===== config.mk =====
export PLATFORM = sky130hd
export DESIGN_NAME = div_seq
export DESIGN_NICKNAME = d
export VERILOG_FILES = /design/src/rtl/div_seq_pkg.sv /design/src/rtl/div_step.sv /design/src/rtl/div_seq.sv
export SDC_FILE = /design/constraint.sdc
export NUM_CORES = 1
export LEC_CHECK = 0
export ABC_AREA = 1
export BUFFER_PORTS_ARGS = -buffer_cell sky130_fd_sc_hd__buf_2
export CAP_MARGIN = 20
export CORE_MARGIN = 8
export CORE_UTILIZATION = 60
export CTS_CLUSTER_SIZE = 16
export DETAILED_ROUTE_END_ITERATION = 12
export PLACE_DENSITY_LB_ADDON = 0.25
export RECOVER_POWER = 50
export SETUP_SLACK_MARGIN = 0.05
export SLEW_MARGIN = 20
export SYNTH_ARGS = -nofsm -noshare
export SYNTH_HDL_FRONTEND = slang
export SYNTH_SLANG_ARGS = --single-unit

===== constraint.sdc =====
create_clock -name clk -period 11.8 [get_ports clk]
set_clock_uncertainty 0.15 [all_clocks]
set_input_delay 1.18 -clock clk [delete_from_list [all_inputs] [get_ports clk]]
set_output_delay 1.18 -clock clk [all_outputs]
set_load 0.01 [all_outputs]

===== src/rtl/div_seq_pkg.sv =====
// div_seq_pkg: shared CPU constants for the sequential divider (width, FSM states, ALU op codes).
package div_seq_pkg;
  localparam int DATA_W = 32;
  localparam logic [7:0] EXE_DIV_OP  = 8'b00011010;
  localparam logic [7:0] EXE_DIVU_OP = 8'b00011011;
  typedef enum logic [1:0] {
    DIV_FREE   = 2'd0,
    DIV_BYZERO = 2'd1,
    DIV_ON     = 2'd2,
    DIV_END    = 2'd3
  } div_state_e;
endpackage


===== src/rtl/div_step.sv =====
// div_step: one restoring shift-subtract iteration on magnitudes.
module div_step #(
  parameter int W = 32
) (
  input  logic [W-1:0] rem_i,
  input  logic [W-1:0] quo_i,
  input  logic [W-1:0] dvs_i,
  output logic [W-1:0] rem_o,
  output logic [W-1:0] quo_o
);
  logic [W:0] shf, dif;
  logic       ge;
  // rem_i < dvs_i always holds, so dif[W] alone is the borrow of the trial subtract
  assign shf   = {rem_i, quo_i[W-1]};
  assign dif   = shf - {1'b0, dvs_i};
  assign ge    = ~dif[W];
  assign rem_o = ge ? dif[W-1:0] : shf[W-1:0];
  assign quo_o = {quo_i[W-2:0], ge};
endmodule


===== src/rtl/div_seq.sv =====
// div_seq: multi-cycle div/divu unit with annul, divide-by-zero path and held result handshake.
module div_seq
  import div_seq_pkg::*;
#(
  parameter int DATA_W = div_seq_pkg::DATA_W
) (
  input  logic                  clk,
  input  logic                  rst,
  input  logic                  start_i,
  input  logic                  annul_i,
  input  logic                  signed_div_i,
  input  logic [DATA_W-1:0]     opdata1_i,
  input  logic [DATA_W-1:0]     opdata2_i,
  output logic [2*DATA_W-1:0]   result_o,
  output logic                  ready_o,
  output logic                  busy_o
);
  localparam int CW = $clog2(DATA_W) + 1;
  div_state_e state_q, state_d;
  logic [CW-1:0] cnt_q, cnt_d;
  logic [DATA_W-1:0] rem_q, rem_d, quo_q, quo_d, dvs_q, dvs_d;
  logic [DATA_W-1:0] rem_nxt, quo_nxt, a_mag, b_mag, q_fix, r_fix;
  logic sdiv_q, sdiv_d, a_neg_q, a_neg_d, b_neg_q, b_neg_d;
  logic [2*DATA_W-1:0] result_q, result_d;
  logic ready_q, ready_d;
  div_step #(.W(DATA_W)) u_step (
    .rem_i(rem_q),
    .quo_i(quo_q),
    .dvs_i(dvs_q),
    .rem_o(rem_nxt),
    .quo_o(quo_nxt)
  );
  assign a_mag = (signed_div_i && opdata1_i[DATA_W-1]) ? -opdata1_i : opdata1_i;
  assign b_mag = (signed_div_i && opdata2_i[DATA_W-1]) ? -opdata2_i : opdata2_i;
  assign q_fix = (sdiv_q && (a_neg_q ^ b_neg_q)) ? -quo_nxt : quo_nxt;
  assign r_fix = (sdiv_q && a_neg_q) ? -rem_nxt : rem_nxt;
  always_comb begin
    state_d  = state_q;
    cnt_d    = cnt_q;
    rem_d    = rem_q;
    quo_d    = quo_q;
    dvs_d    = dvs_q;
    sdiv_d   = sdiv_q;
    a_neg_d  = a_neg_q;
    b_neg_d  = b_neg_q;
    result_d = result_q;
    ready_d  = ready_q;
    case (state_q)
      DIV_FREE: if (start_i && !annul_i) begin
        state_d = (opdata2_i == '0) ? DIV_BYZERO : DIV_ON;
        cnt_d   = '0;
        rem_d   = '0;
        quo_d   = a_mag;
        dvs_d   = b_mag;
        sdiv_d  = signed_div_i;
        a_neg_d = signed_div_i & opdata1_i[DATA_W-1];
        b_neg_d = signed_div_i & opdata2_i[DATA_W-1];
      end
      DIV_BYZERO: begin
        state_d  = DIV_END;
        result_d = '0;
        ready_d  = 1'b1;
      end
      DIV_ON: if (annul_i) begin
        state_d  = DIV_FREE;
        result_d = '0;
        ready_d  = 1'b0;
      end else begin
        rem_d = rem_nxt;
        quo_d = quo_nxt;
        cnt_d = cnt_q + 1'b1;
        if (cnt_q == CW'(DATA_W - 1)) begin
          state_d  = DIV_END;
          result_d = {r_fix, q_fix};
          ready_d  = 1'b1;
        end
      end
      DIV_END: if (!start_i) begin
        state_d  = DIV_FREE;
        result_d = '0;
        ready_d  = 1'b0;
      end
      default: state_d = DIV_FREE;
    endcase
  end
  always_ff @(posedge clk or negedge rst) begin
    if (!rst) begin
      state_q  <= DIV_FREE;
      cnt_q    <= '0;
      rem_q    <= '0;
      quo_q    <= '0;
      dvs_q    <= '0;
      sdiv_q   <= 1'b0;
      a_neg_q  <= 1'b0;
      b_neg_q  <= 1'b0;
      result_q <= '0;
      ready_q  <= 1'b0;
    end else begin
      state_q  <= state_d;
      cnt_q    <= cnt_d;
      rem_q    <= rem_d;
      quo_q    <= quo_d;
      dvs_q    <= dvs_d;
      sdiv_q   <= sdiv_d;
      a_neg_q  <= a_neg_d;
      b_neg_q  <= b_neg_d;
      result_q <= result_d;
      ready_q  <= ready_d;
    end
  end
  assign result_o = result_q;
  assign ready_o  = ready_q;
  assign busy_o   = (state_q == DIV_ON) || (state_q == DIV_BYZERO);
endmodule


Word level (Yosys, flattened, before mapping) --
Cells that the tools add are included.
Cells by class: bitwise gates (word level) 4, equality and inequality tests 8, add/subtract/negate cells 6, multiplexer cells 28, reduce and logical (&&, ||, !) cells 15
Operators with widths (count):
- 32-bit 2-to-1 mux | 9
- 64-bit 2-to-1 mux | 3
- 64-bit case mux with 3 select lines | 1
- 32-bit negation | 4
- 32-bit case mux with 2 select lines | 2
- 33-bit by 32-bit subtractor with 33-bit output | 1
- 32-bit logical NOT | 1
- 6-bit 2-to-1 mux | 2
- 6-bit case mux with 2 select lines | 1
- 2-bit 2-to-1 mux | 5
- 3-bit AND reduction | 3
- 2-bit case mux with 4 select lines | 1
- 6-bit by 1-bit adder with 6-bit output, second input constant | 1
- 6-bit by 5-bit == test with 1-bit output, second input constant | 1
- 2-bit inequality test, second input constant | 3
- 1-bit logical AND | 5
- 2-bit == test, second input constant | 2
- 1-bit 2-to-1 mux | 3
- 3-bit inequality test, second input constant | 1
- 1-bit case mux with 3 select lines | 1
- 3-bit nonzero test | 1
- 1-bit AND | 2
- 2-bit by 1-bit == test with 1-bit output, second input constant | 1
- 2-bit logical NOT | 1
- other kinds (6) | 6
Storage, ports and cells: input bits 69, flip-flop bits (word level) 172, logic and storage cells 71

Longest topological paths before layout --
depth after elaboration 7, gate-level depth with buffers 31, depth with buffers taken out 29

Modules after synthesis --
Synthesis repeated with hierarchy kept, for this count alone.
Unflattened totals: cells, all modules 2210, area total of the unflattened synthesis 13949.6 µm²
By module, submodules not included:
- div_seq | cells each 1498, instances 1, area an instance 10558.9 µm²
- div_step | cells each 712, instances 1, area an instance 3390.8 µm²

Worst setup path after synthesis --
Ideal clock, no wire load.
kind register -> register, start register quo_q[31], end register result_q[26], in the netlist result_o[26], stages on the path, launching flop included 31, setup slack 7.780 ns, buffers on the path 2, arrival time 3.787 ns, library setup time 0.083 ns, path through dfrtp_1 inv_1 ha_1 inv_1 fa_1 nand2_1 nand2_1 nand3_1 nand2_2 nand2_1 nand2_2 nand2_2 nand3_2 nand2_4 buf_6 buf_8 ha_1 nand3_1 nor2_1 nand4_1 inv_1 nand4_1 nand2_1 nand2_1 a21oi_1 inv_1 a21oi_1 o21ai_0 nand2_1 nand2_1 o21ai_0
On the way: longest elaborated chain between the ends 7
Ends and longest elaborated chain:
- start: declaration | line div_seq.sv:21 | logic [DATA_W-1:0] rem_q, rem_d, quo_q, quo_d, dvs_q, dvs_d;
- start signal: assignment | line div_seq.sv:102 | quo_q <= quo_d;
- 33-bit by 32-bit subtractor with 33-bit output | line div_step.sv:15 | assign dif = shf - {1'b0, dvs_i};
- 1-bit inverter | line div_step.sv:16 | assign ge = ~dif[W];
- 32-bit negation | line div_seq.sv:35 | assign q_fix = (sdiv_q && (a_neg_q ^ b_neg_q)) ? -quo_nxt : quo_nxt;
- 32-bit 2-to-1 mux | line div_seq.sv:35
- 64-bit 2-to-1 mux | line div_seq.sv:72 | if (cnt_q == CW'(DATA_W - 1)) begin
- 64-bit 2-to-1 mux | line div_seq.sv:64 | DIV_ON: if (annul_i) begin
- 64-bit case mux with 3 select lines | line div_seq.sv:48 | case (state_q)
- end signal: assignment | line div_seq.sv:107 | result_q <= result_d;
- end: declaration | line div_seq.sv:24 | logic [2*DATA_W-1:0] result_q, result_d;
No other way between the ends. The select of a mux whose other input is x is not followed. A chain may end at the register's enable or synchronous reset.

==> flow_metrics.env <==
export IMPL_ys_types=47
export IMPL_die_w_um=162
export IMPL_max_freq_mhz=147
export IMPL_crit_required_ns=11.21
export IMPL_path_cells="clkbuf_1 -> clkbuf_1"
export IMPL_netlist_instances=1937
export IMPL_via_per_inst=5.73
export IMPL_diodes=0
export IMPL_overflow=0
export IMPL_ff_latch_area_sq_um=4300
export IMPL_cts_clk_slew_worst_paths_ns=0.07
export IMPL_hold_buffers=0
export IMPL_cpMostUsedCell="clkbuf_1"
export IMPL_grt_max_degree=79
export IMPL_cts_buffer_depth=2
export IMPL_cp_slowest_cell="clkbuf_1"
export IMPL_path_buf_inv=2
export IMPL_postCtsSetupRepairBufs=0
export IMPL_drive_gt1_share_pct=8.52
export IMPL_max_slew_margin_rel_pct=-181
export IMPL_gp_congestion=1.01
export IMPL_numCtsBuffers=17
export IMPL_firstDrtPassIters=5
export IMPL_yosys_warnings=0
export IMPL_crit_path_max_fanout=77
export IMPL_synth_top_cell_area_share_pct=33.5
export IMPL_synth_area_sq_um=12800
export IMPL_synthToLayoutAreaGrowth_pct=10.2
export IMPL_violations="capacitance limit, slew limit"
export IMPL_synth_edf_count=0
export IMPL_worstSetupPathType="in -> async"
export IMPL_post_route_drc_count=0
export IMPL_routed_wl_mm=38.7
export IMPL_ys_seq_area_share_pct=33.5
export IMPL_max_cap_violations=3
export IMPL_period_minus_slack_ns=6.79
export IMPL_grt_use_total_pct=29.4
export IMPL_core_area_sq_um=21000
export IMPL_dieArea_sq_um=26300
export IMPL_cts_repair_resized=0
export IMPL_cts_root_buffer="clkbuf_16"
export IMPL_pin_count=135
export IMPL_async_flop_share_pct=100
export IMPL_setup_viol=0
export IMPL_slew_viol_final=182
export IMPL_synthTopCellsByArea="dfrtp_1 (34%), nand2_1 (17%), inv_1 (7.4%), o21ai_0 (6.9%), nor2_1 (5.1%)"
export IMPL_start_kind="input pin"
export IMPL_cts_sinks=172
export IMPL_clk_insertion_delay_late_ns=0.44
export IMPL_finalHoldViolCount=0
export IMPL_ys_seq_elements=172
export IMPL_final_cell_mix="nand2_1 (566), inv_1 (252), o21ai_0 (177)"
export IMPL_cpPeakStageDelay_ns=3.08
export IMPL_endpoint_kind="async pin"
export IMPL_antenna_found_initial=0
export IMPL_path_delay_family="buffers and inverters"
export IMPL_ys_flop_type="dfrtp_1"
export IMPL_cp_arrival_ns=6.20
export IMPL_floorplan_initialDensity_pct=61.1
export IMPL_num_rows=53
export IMPL_drt_initial_drc_count=1381
export IMPL_grt_pass1_vias=12700
export IMPL_nFillCells=1928
export IMPL_hold_class="reg -> reg"
export IMPL_htreeDepth=4
export IMPL_cts_tree="yes"
export IMPL_synth_avg_cell_area_sq_um=6.63
export IMPL_layout_commonest_cell="nand2_1"
export IMPL_post_route_period_util_pct=57.5
export IMPL_drt_antenna_violating_nets=0
export IMPL_synth_top_area_cell="dfrtp_1"
export IMPL_rsz0062_at_grt="no"
export IMPL_portBuffers=134
export IMPL_wl_per_cell_um=16.6
export IMPL_tns_ns=0
export IMPL_tightestPinTransition_ns=4.22
export IMPL_finalNetCount=2153
export IMPL_syn_num_nets=2049
export IMPL_grt_pass1_wl_mm=63.0
export IMPL_multiInputGateArea_sq_um=7280
export IMPL_die_h_um=162
export IMPL_via_count=13400
export IMPL_hpwl_mm=29.7
export IMPL_outcome="finished with violations"
[final timing paths]
| path | slack, ns | endpoint | cells past startpoint | from |
|---|---|---|---|---|
| worst max-delay path | 5.01 | rem_q[21] | 2 | rst |
| worst min-delay path | 0.33 | result_o[43] | 2 | result_o[43] |
| worst max register to register | 6.99 | result_o[26] | 28 | quo_q[31] |
| worst min register to register | 0.33 | result_o[43] | 2 | result_o[43] |
| max in group clk | 6.99 | result_o[26] | 28 | quo_q[31] |
| min in group asynchronous | 1.43 | state_q[1] | 1 | rst |
[through the flow]
stage	setup WS, ns	utilization (%)	area [sq um]	hold slack (ns)	std cells
floorplan	7.78	-	12800	0.303	1937
global placement	7.13	65.0	13700	0.308	2297
detailed placement	7.06	65.0	13700	0.313	2297
CTS	7.06	67.8	14300	0.331	2329
global route	3.88	67.3	14200	0.344	2329
finish	5.01	67.3	14200	0.331	2329
[synthesized netlist by cell type (19+ instances only)]
library cell,number
nand4_1,23
dfrtp_1,172
nor3_1,25
o22ai_1,33
ha_1,42
inv_1,254
a21oi_1,90
nand3_1,115
o21ai_0,177
nand2_2,27
xor2_1,39
nor2_1,173
o211ai_1,19
nand2_1,566
clkbuf_1,37
[sequential cells by signal, summed over array words and instances, names as in the netlist]
signal	cells
rem_q	32
result_o	64
dvs_q	32
state_q	2
b_neg_q	1
a_neg_q	1
sdiv_q	1
ready_o	1
cnt_q	6
quo_q	32
[kinds of logic after synthesis]
| kind of cell | after synthesis | share of synthesized area (%) |
|---|---|---|
| buffers and inverters | 322 | 9.87 |
| xor gates and xnor gates | 55 | 3.75 |
| DFF | 172 | 33.5 |
| adders and majority gates | 43 | 4.25 |
| and+or+nand+nor | 974 | 32.2 |
| AOI/OAI and AO/OA | 371 | 16.4 |
[layout make-up]
| type | instances | area share [%] |
|---|---|---|
| Clock buffer | 18 | 3.10 |
| Sequential cell | 172 | 30.4 |
| Timing Repair Buffer | 145 | 4.67 |
| Clock inverter | 14 | 1.02 |
| Multi-Input combinational cell | 1443 | 51.4 |
| Tap cell | 275 | 2.43 |
| Inverter | 262 | 6.95 |
[per-layer routing]
layer	vias to the layer above	wire length, um	GRT usage (%)
met4	0	1460	12.8
met5	-	0	0
met3	80	2570	3.92
li1	6512	-	-
met2	576	18800	50.2
met1	6184	15900	36.7
Power is not shown: default switching activity piles up to over one toggle a cycle in this logic, so the estimate is an artifact.
